`src/rtl/ml_inf_sequencer_if.sv`:
```
// Host and model-buffer signals of the inference sequencer.
// slave: sequencer side; master: host plus model environment.
interface ml_inf_sequencer_if #(
  parameter int unsigned DATA_W      = 8,
  parameter int unsigned INVECWIDTH  = 8,
  parameter int unsigned OUTVECWIDTH = 8
);
  localparam int unsigned InAw  = $clog2(INVECWIDTH);
  localparam int unsigned OutAw = $clog2(OUTVECWIDTH);

  logic              wr_in;
  logic [DATA_W-1:0] in_data;
  logic              in_data_ready;
  logic              rd_out;
  logic [DATA_W-1:0] out_data;
  logic              out_data_valid;
  logic              ml_inf_valid;
  logic              busy;
  logic              err;
  logic              m_wr_en;
  logic [InAw-1:0]   m_wr_addr;
  logic [DATA_W-1:0] m_wr_data;
  logic              m_start;
  logic              m_done;
  logic [OutAw-1:0]  m_rd_addr;
  logic [DATA_W-1:0] m_rd_data;

  modport slave (
    input  wr_in, in_data, in_data_ready, rd_out, m_done, m_rd_data,
    output out_data, out_data_valid, ml_inf_valid, busy, err,
           m_wr_en, m_wr_addr, m_wr_data, m_start, m_rd_addr
  );

  modport master (
    output wr_in, in_data, in_data_ready, rd_out, m_done, m_rd_data,
    input  out_data, out_data_valid, ml_inf_valid, busy, err,
           m_wr_en, m_wr_addr, m_wr_data, m_start, m_rd_addr
  );
endinterface

```
`src/rtl/ml_inf_sequencer.sv`:
```
// Sequences one inference: load input chunks into the model buffer, launch, wait for
// completion (with timeout), then stream the result chunks back to the host.
module ml_inf_sequencer #(
  parameter int unsigned DATA_W      = 8,
  parameter int unsigned INVECWIDTH  = 8,
  parameter int unsigned OUTVECWIDTH = 8,
  parameter int unsigned TIMEOUT     = 20000
) (
  input  logic              clk_100mhz,
  input  logic              sys_rst,
  ml_inf_sequencer_if.slave bus
);
  localparam int unsigned InAw  = $clog2(INVECWIDTH);
  localparam int unsigned OutAw = $clog2(OUTVECWIDTH);
  localparam int unsigned InCw  = $clog2(INVECWIDTH + 1);
  localparam int unsigned OutCw = $clog2(OUTVECWIDTH + 1);
  localparam int unsigned TmoW  = $clog2(TIMEOUT + 1);

  localparam logic [InCw-1:0]  InFull  = InCw'(INVECWIDTH);
  localparam logic [OutCw-1:0] OutLast = OutCw'(OUTVECWIDTH - 1);
  localparam logic [TmoW-1:0]  TmoLast = TmoW'(TIMEOUT - 1);

  typedef enum logic [1:0] {StIdle, StRun, StDrain} state_e;

  state_e              state_q;
  logic [InCw-1:0]     in_cnt_q;
  logic [OutCw-1:0]    out_cnt_q;
  logic [TmoW-1:0]     tmo_cnt_q;
  logic [DATA_W-1:0]   out_data_q;
  logic                out_data_valid_q;
  logic                ml_inf_valid_q;
  logic                busy_q;
  logic                err_q;
  logic                m_wr_en_q;
  logic [InAw-1:0]     m_wr_addr_q;
  logic [DATA_W-1:0]   m_wr_data_q;
  logic                m_start_q;

  logic                wr_accept;
  logic [InCw-1:0]     in_cnt_next;
  logic                launch;

  // A commit counts a write accepted in the same cycle towards the full vector.
  always_comb begin
    wr_accept   = (state_q == StIdle) && bus.wr_in && (in_cnt_q != InFull);
    in_cnt_next = in_cnt_q + InCw'(wr_accept);
    launch      = (state_q == StIdle) && bus.in_data_ready && (in_cnt_next == InFull);
  end

  always_ff @(posedge clk_100mhz) begin
    if (sys_rst) begin
      state_q          <= StIdle;
      in_cnt_q         <= '0;
      out_cnt_q        <= '0;
      tmo_cnt_q        <= '0;
      out_data_q       <= '0;
      out_data_valid_q <= 1'b0;
      ml_inf_valid_q   <= 1'b0;
      busy_q           <= 1'b0;
      err_q            <= 1'b0;
      m_wr_en_q        <= 1'b0;
      m_wr_addr_q      <= '0;
      m_wr_data_q      <= '0;
      m_start_q        <= 1'b0;
    end else begin
      m_wr_en_q        <= 1'b0;
      m_start_q        <= 1'b0;
      out_data_valid_q <= 1'b0;
      unique case (state_q)
        StIdle: begin
          if (wr_accept) begin
            m_wr_en_q   <= 1'b1;
            m_wr_addr_q <= in_cnt_q[InAw-1:0];
            m_wr_data_q <= bus.in_data;
          end else if (bus.wr_in) begin
            err_q <= 1'b1;
          end
          in_cnt_q <= in_cnt_next;
          if (launch) begin
            m_start_q <= 1'b1;
            busy_q    <= 1'b1;
            tmo_cnt_q <= '0;
            state_q   <= StRun;
          end else if (bus.in_data_ready) begin
            err_q <= 1'b1;
          end
        end
        StRun: begin
          tmo_cnt_q <= tmo_cnt_q + 1'b1;
          if (bus.wr_in || bus.in_data_ready) err_q <= 1'b1;
          // Completion takes priority over a timeout expiring in the same cycle.
          if (bus.m_done) begin
            busy_q         <= 1'b0;
            ml_inf_valid_q <= 1'b1;
            out_cnt_q      <= '0;
            state_q        <= StDrain;
          end else if (tmo_cnt_q == TmoLast) begin
            busy_q         <= 1'b0;
            err_q          <= 1'b1;
            in_cnt_q       <= '0;
            ml_inf_valid_q <= 1'b0;
            state_q        <= StIdle;
          end
        end
        StDrain: begin
          if (bus.wr_in || bus.in_data_ready) err_q <= 1'b1;
          if (bus.rd_out) begin
            out_data_q       <= bus.m_rd_data;
            out_data_valid_q <= 1'b1;
            out_cnt_q        <= out_cnt_q + 1'b1;
            if (out_cnt_q == OutLast) begin
              ml_inf_valid_q <= 1'b0;
              in_cnt_q       <= '0;
              state_q        <= StIdle;
            end
          end
        end
        default: state_q <= StIdle;
      endcase
    end
  end

  assign bus.m_rd_addr      = out_cnt_q[OutAw-1:0];
  assign bus.out_data       = out_data_q;
  assign bus.out_data_valid = out_data_valid_q;
  assign bus.ml_inf_valid   = ml_inf_valid_q;
  assign bus.busy           = busy_q;
  assign bus.err            = err_q;
  assign bus.m_wr_en        = m_wr_en_q;
  assign bus.m_wr_addr      = m_wr_addr_q;
  assign bus.m_wr_data      = m_wr_data_q;
  assign bus.m_start        = m_start_q;
endmodule

```
`src/flat_wrapper.sv`:
```
// flat-port wrapper written by rule: the top's interface ports become plain ports
module ml_inf_sequencer_flat 
#(
  parameter int unsigned DATA_W      = 8,
  parameter int unsigned INVECWIDTH  = 8,
  parameter int unsigned OUTVECWIDTH = 8,
  parameter int unsigned TIMEOUT     = 20000
)
  (clk_100mhz, sys_rst, bus_wr_in, bus_in_data, bus_in_data_ready, bus_rd_out, bus_m_done, bus_m_rd_data, bus_out_data, bus_out_data_valid, bus_ml_inf_valid, bus_busy, bus_err, bus_m_wr_en, bus_m_wr_addr, bus_m_wr_data, bus_m_start, bus_m_rd_addr);
  ml_inf_sequencer_if #(.DATA_W(DATA_W), .INVECWIDTH(INVECWIDTH), .OUTVECWIDTH(OUTVECWIDTH)) bus_i ();
  input  logic clk_100mhz;
  input  logic sys_rst;
  input wire logic [$bits(bus_i.wr_in)-1:0] bus_wr_in;
  input wire logic [$bits(bus_i.in_data)-1:0] bus_in_data;
  input wire logic [$bits(bus_i.in_data_ready)-1:0] bus_in_data_ready;
  input wire logic [$bits(bus_i.rd_out)-1:0] bus_rd_out;
  input wire logic [$bits(bus_i.m_done)-1:0] bus_m_done;
  input wire logic [$bits(bus_i.m_rd_data)-1:0] bus_m_rd_data;
  output wire logic [$bits(bus_i.out_data)-1:0] bus_out_data;
  output wire logic [$bits(bus_i.out_data_valid)-1:0] bus_out_data_valid;
  output wire logic [$bits(bus_i.ml_inf_valid)-1:0] bus_ml_inf_valid;
  output wire logic [$bits(bus_i.busy)-1:0] bus_busy;
  output wire logic [$bits(bus_i.err)-1:0] bus_err;
  output wire logic [$bits(bus_i.m_wr_en)-1:0] bus_m_wr_en;
  output wire logic [$bits(bus_i.m_wr_addr)-1:0] bus_m_wr_addr;
  output wire logic [$bits(bus_i.m_wr_data)-1:0] bus_m_wr_data;
  output wire logic [$bits(bus_i.m_start)-1:0] bus_m_start;
  output wire logic [$bits(bus_i.m_rd_addr)-1:0] bus_m_rd_addr;
  assign bus_i.wr_in = bus_wr_in;
  assign bus_i.in_data = bus_in_data;
  assign bus_i.in_data_ready = bus_in_data_ready;
  assign bus_i.rd_out = bus_rd_out;
  assign bus_i.m_done = bus_m_done;
  assign bus_i.m_rd_data = bus_m_rd_data;
  assign bus_out_data = bus_i.out_data;
  assign bus_out_data_valid = bus_i.out_data_valid;
  assign bus_ml_inf_valid = bus_i.ml_inf_valid;
  assign bus_busy = bus_i.busy;
  assign bus_err = bus_i.err;
  assign bus_m_wr_en = bus_i.m_wr_en;
  assign bus_m_wr_addr = bus_i.m_wr_addr;
  assign bus_m_wr_data = bus_i.m_wr_data;
  assign bus_m_start = bus_i.m_start;
  assign bus_m_rd_addr = bus_i.m_rd_addr;
  ml_inf_sequencer #(.DATA_W(DATA_W), .INVECWIDTH(INVECWIDTH), .OUTVECWIDTH(OUTVECWIDTH), .TIMEOUT(TIMEOUT)) u_core (.clk_100mhz(clk_100mhz), .sys_rst(sys_rst), .bus(bus_i));
endmodule
```
`config.mk`:
```
export PLATFORM = sky130hd
export DESIGN_NAME = ml_inf_sequencer_flat
export DESIGN_NICKNAME = d
export VERILOG_FILES = /design/src/rtl/ml_inf_sequencer_if.sv /design/src/rtl/ml_inf_sequencer.sv /design/src/flat_wrapper.sv
export SDC_FILE = /design/constraint.sdc
export NUM_CORES = 1
export LEC_CHECK = 0
export ABC_AREA = 0
export CAP_MARGIN = 20
export CORE_MARGIN = 2
export CORE_UTILIZATION = 45
export DETAILED_ROUTE_END_ITERATION = 10
export DONT_BUFFER_PORTS = 1
export MAX_ROUTING_LAYER = met4
export SETUP_SLACK_MARGIN = 0.2
export SYNTH_ARGS = -nofsm -noshare
export SYNTH_HDL_FRONTEND = slang
export SYNTH_SLANG_ARGS = --single-unit
export TNS_END_PERCENT = 1
```
`constraint.sdc`:
```
create_clock -name clk_100mhz -period 4.65 [get_ports clk_100mhz]
set_input_delay 1.395 -clock clk_100mhz [delete_from_list [all_inputs] [get_ports clk_100mhz]]
set_output_delay 1.395 -clock clk_100mhz [all_outputs]
set_load 0.02 [all_outputs]
```
# [Yosys cells after proc, flatten, opt, wreduce, memory -nomap -nowiden]
# Cells that the tools add are included.
# W data, S select, Z words.
[totals] register_bits=50 latch_bits=0 mem_bits_rw=0 rom_bits=0 inputBits=22 wordCells=85 mem_count=0
[op_classes] add_sub_neg=3 mul=0 n_div=0 order_cmp=0 eq_ne=13 shift=0 n_mux=35 n_bitwise=2 reduce_logical=19
[op_table] cell="$pmux W15 S2" n=1
[op_table] cell="$mux W4" n=6
[op_table] cell="$mux W1" n=16
[op_table] cell="$add A15 B1 Y15 const B" n=1
[op_table] cell="$eq A15 B15 Y1 const B" n=1
[op_table] cell="$mux W15" n=1
[op_table] cell="$pmux W4 S3" n=1
[op_table] cell="$mux W2" n=5
[op_table] cell="$pmux W4 S2" n=1
[op_table] cell="$reduce_and A4 Y1" n=2
[op_table] cell="$ne A2 B1 Y1 const B" n=3
[op_table] cell="$ne A2 B2 Y1 const B" n=3
[op_table] cell="$pmux W2 S3" n=1
[op_table] cell="$reduce_and A2 Y1" n=3
[op_table] cell="$reduce_and A3 Y1" n=2
[op_table] cell="$reduce_and A5 Y1" n=1
[op_table] cell="$add A4 B1 Y4" n=1
[op_table] cell="$add A4 B1 Y4 const B" n=1
[op_table] cell="$eq A4 B3 Y1 const B" n=1
[op_table] cell="$eq A4 B4 Y1 const B" n=1
[op_table] cell="$logic_and A1 B1 Y1" n=4
[op_table] cell="$ne A4 B4 Y1 const B" n=1
[op_table] cell="$pmux W1 S2" n=2
[op_table] cell="$reduce_bool A2 Y1" n=2
[op_table] cell="other kinds (9)" n=11

# [Logic depth before layout (Yosys ltp)]
[logic_depth] ltp_word=8 ltp_mapped=14

# [Worst setup path after synthesis]
# No wires, ideal clock.
[synth_path] path_kind="input to register" start="in bus_wr_in" end="reg u_core.tmo_cnt_q[8]" arrival_ps=3571 required_time_ps=4580 slack_ps=1009 stages=10 path_buffers=1 cell_sequence="nand3_1 inv_1 clkbuf_1 ha_1 ha_1 nand4bb_1 nor2_1 a2bb2oi_1 or4_2 a21oi_1"
[synth_via] elab_chain_len=7
[synth_lines] item="start: declaration" line="flat_wrapper.sv:13" text="input wire logic [$bits(bus_i.wr_in)-1:0] bus_wr_in;"
[synth_lines] item="$logic_and A1 B1 Y1 (2 in a row)" line="ml_inf_sequencer.sv:45" text="wr_accept = (state_q == StIdle) && bus.wr_in && (in_cnt_q != InFull);"
[synth_lines] item="net u_core.wr_accept" line="ml_inf_sequencer.sv:39" text="logic wr_accept;"
[synth_lines] item="$add A4 B1 Y4" line="ml_inf_sequencer.sv:46" text="in_cnt_next = in_cnt_q + InCw'(wr_accept);"
[synth_lines] item="$eq A4 B4 Y1" line="ml_inf_sequencer.sv:47" text="launch = (state_q == StIdle) && bus.in_data_ready && (in_cnt_next == InFull);"
[synth_lines] item="$logic_and A1 B1 Y1" line="ml_inf_sequencer.sv:47"
[synth_lines] item="$ne A2 B1 Y1 (no source line)"
[synth_lines] item="$reduce_and A2 Y1 (no source line)"
[synth_lines] item="end signal: assignment" line="ml_inf_sequencer.sv:89" text="tmo_cnt_q <= tmo_cnt_q + 1'b1;"
[synth_lines] item="end: declaration" line="ml_inf_sequencer.sv:28" text="logic [TmoW-1:0] tmo_cnt_q;"
# The timed path passes the listed nets, and every way through them passes these cells.
# A chain may end at the register's enable or synchronous reset.

# [Worst setup path after layout]
[layout_path] start="reg u_core.in_cnt_q[3]" end="reg u_core.tmo_cnt_q[6]"
[layout_via] elab_chain_len=7
[layout_lines] item="start: declaration" line="ml_inf_sequencer.sv:26" text="logic [InCw-1:0] in_cnt_q;"
[layout_lines] item="start signal: assignment" line="ml_inf_sequencer.sv:78" text="in_cnt_q <= in_cnt_next;"
[layout_lines] item="$ne A4 B4 Y1" line="ml_inf_sequencer.sv:45"
[layout_lines] item="$logic_and A1 B1 Y1" line="ml_inf_sequencer.sv:45"
[layout_lines] item="$add A4 B1 Y4 (*)" line="ml_inf_sequencer.sv:46"
[layout_lines] item="$eq A4 B4 Y1 (*)" line="ml_inf_sequencer.sv:47"
[layout_lines] item="$logic_and A1 B1 Y1 (*)" line="ml_inf_sequencer.sv:47"
[layout_lines] item="$ne A2 B1 Y1 (no source line) (*)"
[layout_lines] item="$reduce_and A2 Y1 (no source line) (*)"
# Every way passes the cells marked *; elsewhere a longest branch is shown, timed or not.

==> flow_summary_export.csv <==
group,metric,value,unit
worst_setup_path,slowest_delay,630,ps
cts,clk_latency,300,ps
power,seqPwrFrac,54.1,%
cts,cts_buffers,5,
die,start_util,46.1,%
detailed_routing,drc,0,
finish,design_area,0.00246,mm²
cts,clkSinkCount,50,
grt,grt_pass1_vias,1732,
timing,finalSetupTns,0,ps
logic_synthesis,ys_async_sr_fraction,0,%
cts,cts_setup_buffers,0,
detailed_routing,vias_per_cell,5.50,
worst_setup_path,reg2reg_to,"u_core.tmo_cnt_q[6]",
logic_synthesis,synthTopCellsByArea,"dfxtp_1 43%, a21oi_1 8.1%, nand2_1 8.0%, ha_1 4.8%, nand3_1 3.4%",
logic_synthesis,synth_top_family_by_area,"simple AND/OR/NAND/NOR gates",
cts,cts_hold_buf,0,
timing,period_minus_slack,3770,ps
detailed_routing,drtPass1Iterations,4,
power,cellLeakagePower,0.863,nW
place,place_ws,618,ps
logic_synthesis,yosys.area.top_type,"dfxtp_1",
logic_synthesis,synth_mux_area_share,0.428,%
timing,hold_viol_final,0,
worst_setup_path,critPathLaunchType,"register",
grt,grt.overflow.total,0,
detailed_routing,antenna_left,0,
timing,rsz0062_at_grt,"no",
logic_synthesis,synth_seq_cells,50,
worst_setup_path,worstSetupEndpointType,"register",
logic_synthesis,synth-adder-area-share,4.82,%
hold_path,hold_end,"u_core.in_cnt_q[0]",
detailed_routing,drt_iter0_drc,111,
timing,setup_slack,882,ps
cts,cts_tree,"done",
die,coreArea,0.00507,mm²
timing,period_share,81.0,%
worst_setup_path,arrival,4000,ps
place,portBuffers,0,
detailed_routing,drt-wirelength-per-cell,13.8,µm
worst_setup_path,cp_slowest_cell,"or4b_2",
finish,mostFrequentLayoutCells,"50 x nand2_1, 50 x dfxtp_1, 38 x a21oi_1",
hold_path,min_path_type,"reg -> reg",
cts,htreeDepth,2,
worst_setup_path,reg2reg_from,"u_core.in_cnt_q[3]",
die,chipHeight,76.1,µm
worst_setup_path,reg2reg_setup_slack,880,ps
cts,clkTransAtPathRegs,90,ps
finish,fillCellCount,506,
cts,clockBufferDepth,2,
logic_synthesis,syn_avg_cell_area,8.29,µm²
power,p_comb_share,17.8,%
power,p_int,0.000644,W
worst_setup_path,cp_max_fo,16,
detailed_routing,drt-total-wl,4790,µm
power,switching_share,30.3,%
die,rows,26,
timing,final-setup-viol-count,0,
die,fp.dieW,76.1,µm
logic_synthesis,syn-instance-count,282,
grt,antenna_found_initial,0,
worst_setup_path,cp.required,4880,ps
power,power.density,376,mW/mm²
hold_path,hold_path_startpoint,"u_core.in_cnt_q[0]",
timing,fmax,265,MHz
place,placedInstanceArea,0.00237,mm²
logic_synthesis,synthFlopType,"dfxtp_1",
die,die_area,0.00579,mm²
worst_setup_path,critical_path_class,"reg -> reg",
timing,tightest_slew,787,ps
detailed_routing,vias,1904,
flow_run,maxCapViolCount,0,
power,switching_power,0.000281,W
power,pwr-share-clk,28.1,%
hold_path,min_delay_path_depth,2,
grt,grtUsageTotal,17.4,%
logic_synthesis,syn-cell-area,0.00234,mm²
worst_setup_path,cp_cell_sequence,"or4b_2 > nand3_1 > buf_4 > inv_1 > ha_1 > ha_1 > nand4bb_1 > nor2_1 > a2bb2oi_1 > buf_4 > or4_1 > a21oi_1",
finish,antenna_cells,0,
timing,max_slew_margin,47.3,%
logic_synthesis,ys_seq_area_share,42.8,%
cts,root_buffer,"clkbuf_8",
logic_synthesis,synth_compound_area_share,17.6,%
logic_synthesis,yosysWarnings,0,
timing,holdWs,492,ps
cts,ctsResizeCount,0,
timing,slew_viol_final,0,
grt,grt_max_degree,41,
logic_synthesis,synth_edf_count,0,
status,status,"finished, final reports clean",
grt,grt_pass1_wl,8140,µm
finish,nets,306,
place,gp_congestion,0.772,
power,vdd_drop_max,0.196,mV
die,boundaryPins,50,
finish,area_growth,5.30,%
finish,drive_gt1_share,6.16,%
place,dp_hpwl,3370,µm
logic_synthesis,synth-xor-area-share,2.19,%
worst_setup_path,r2r_cells,12,
logic_synthesis,syn_nets,313,
logic_synthesis,synth_cell_types,45,
logic_synthesis,yosys.area.top_type_share,42.8,%
timing,finClkSkew,7.42,ps
logic_synthesis,synth-simple-area-share,27.7,%
finish,final_cells,346,
place,placedCellCount,338,
how the worst max path moves through the flow:
stage | to | cells past startpoint | startpoint
after floorplan | u_core.tmo_cnt_q[8] | 10 | bus_wr_in
after global placement | u_core.tmo_cnt_q[6] | 11 | bus_wr_in
after detailed placement | u_core.tmo_cnt_q[6] | 11 | bus_wr_in
after CTS | u_core.tmo_cnt_q[6] | 12 | u_core.in_cnt_q[3]
after global routing | u_core.tmo_cnt_q[6] | 12 | u_core.in_cnt_q[3]
final | u_core.tmo_cnt_q[6] | 12 | u_core.in_cnt_q[3]
Yosys cell counts (2+ instances only):
master    count
dfxtp_1      50
nand2_1      50
a21oi_1      38
nand3_1      16
nor2_1       14
o21ai_0      10
ha_1          9
inv_1         8
or3_1         8
or4_1         7
clkbuf_1      6
buf_1         5
o31ai_1       5
and3_1        4
nand4_1       4
o211ai_1      4
buf_4         3
nand2b_1      3
nor3_1        3
xor2_1        3
a21boi_0      2
buf_2         2
nand4b_1      2
nor2b_1       2
nor4b_2       2
o41ai_1       2
or3b_1        2
routing by layer:
metal / routed length, µm / GRT usage [%]
met3: 282 / 4.98
met1: 2400 / 24.3
met4: 27 / 4.91
met5: 0 / -
met2: 2080 / 24.8
power by group through the flow:
| stage | Sequential (W) | Clock (W) | Combinational [W] |
|---|---|---|---|
| floorplan | 0.000501 | 0 | 0.000145 |
| global placement | 0.000511 | 0 | 0.000162 |
| detailed placement | 0.000511 | 0 | 0.000163 |
| CTS | 0.000501 | 0.000273 | 0.000164 |
| global route | 0.000506 | 0.000288 | 0.000189 |
| finish | 0.000501 | 0.000260 | 0.000164 |
per-stage QoR:
step,total power [W],util [%]
floorplan,0.000646,-
global placement,0.000672,46.6
detailed placement,0.000674,46.6
CTS,0.000938,48.5
global route,0.000983,48.5
finish,0.000925,48.5
final cells by class:
class                   count  area [µm²]  area share [%]
inverters                   8        30.0            1.22
flip-flops and latches     50        1000            40.7
well taps                  70        87.6            3.56
clock buffers               6        82.6            3.36
multi-input cells         208        1230            50.1
repair buffers              2        15.0           0.610
clock inverters             2        12.5           0.508
flip-flops by register name, summed over array words and instances (netlist names), 2 cells and up:
name,flops
u_core.bus.m_wr_addr,3
u_core.state_q,2
u_core.bus.out_data,8
u_core.tmo_cnt_q,15
u_core.in_cnt_q,4
u_core.bus.m_wr_data,8
u_core.out_cnt_q,4
cells by family after synthesis:
family,count (synthesis)
and+or+nand+nor,124
AOI/OAI and AO/OA,69
DFF,50
buffers and inverters,24
adders and majority gates,9
xor gates and xnor gates,5
muxes,1
critical path: cells and delay by family (launching register included):
kind | cells | cell delay [ps]
adders and majority gates | 2 | 530
AOI/OAI and AO/OA | 2 | 400
buffers and inverters | 3 | 630
and+or+nand+nor | 5 | 1670
DFF | 1 | 460
(Power assumes the default switching activity.)
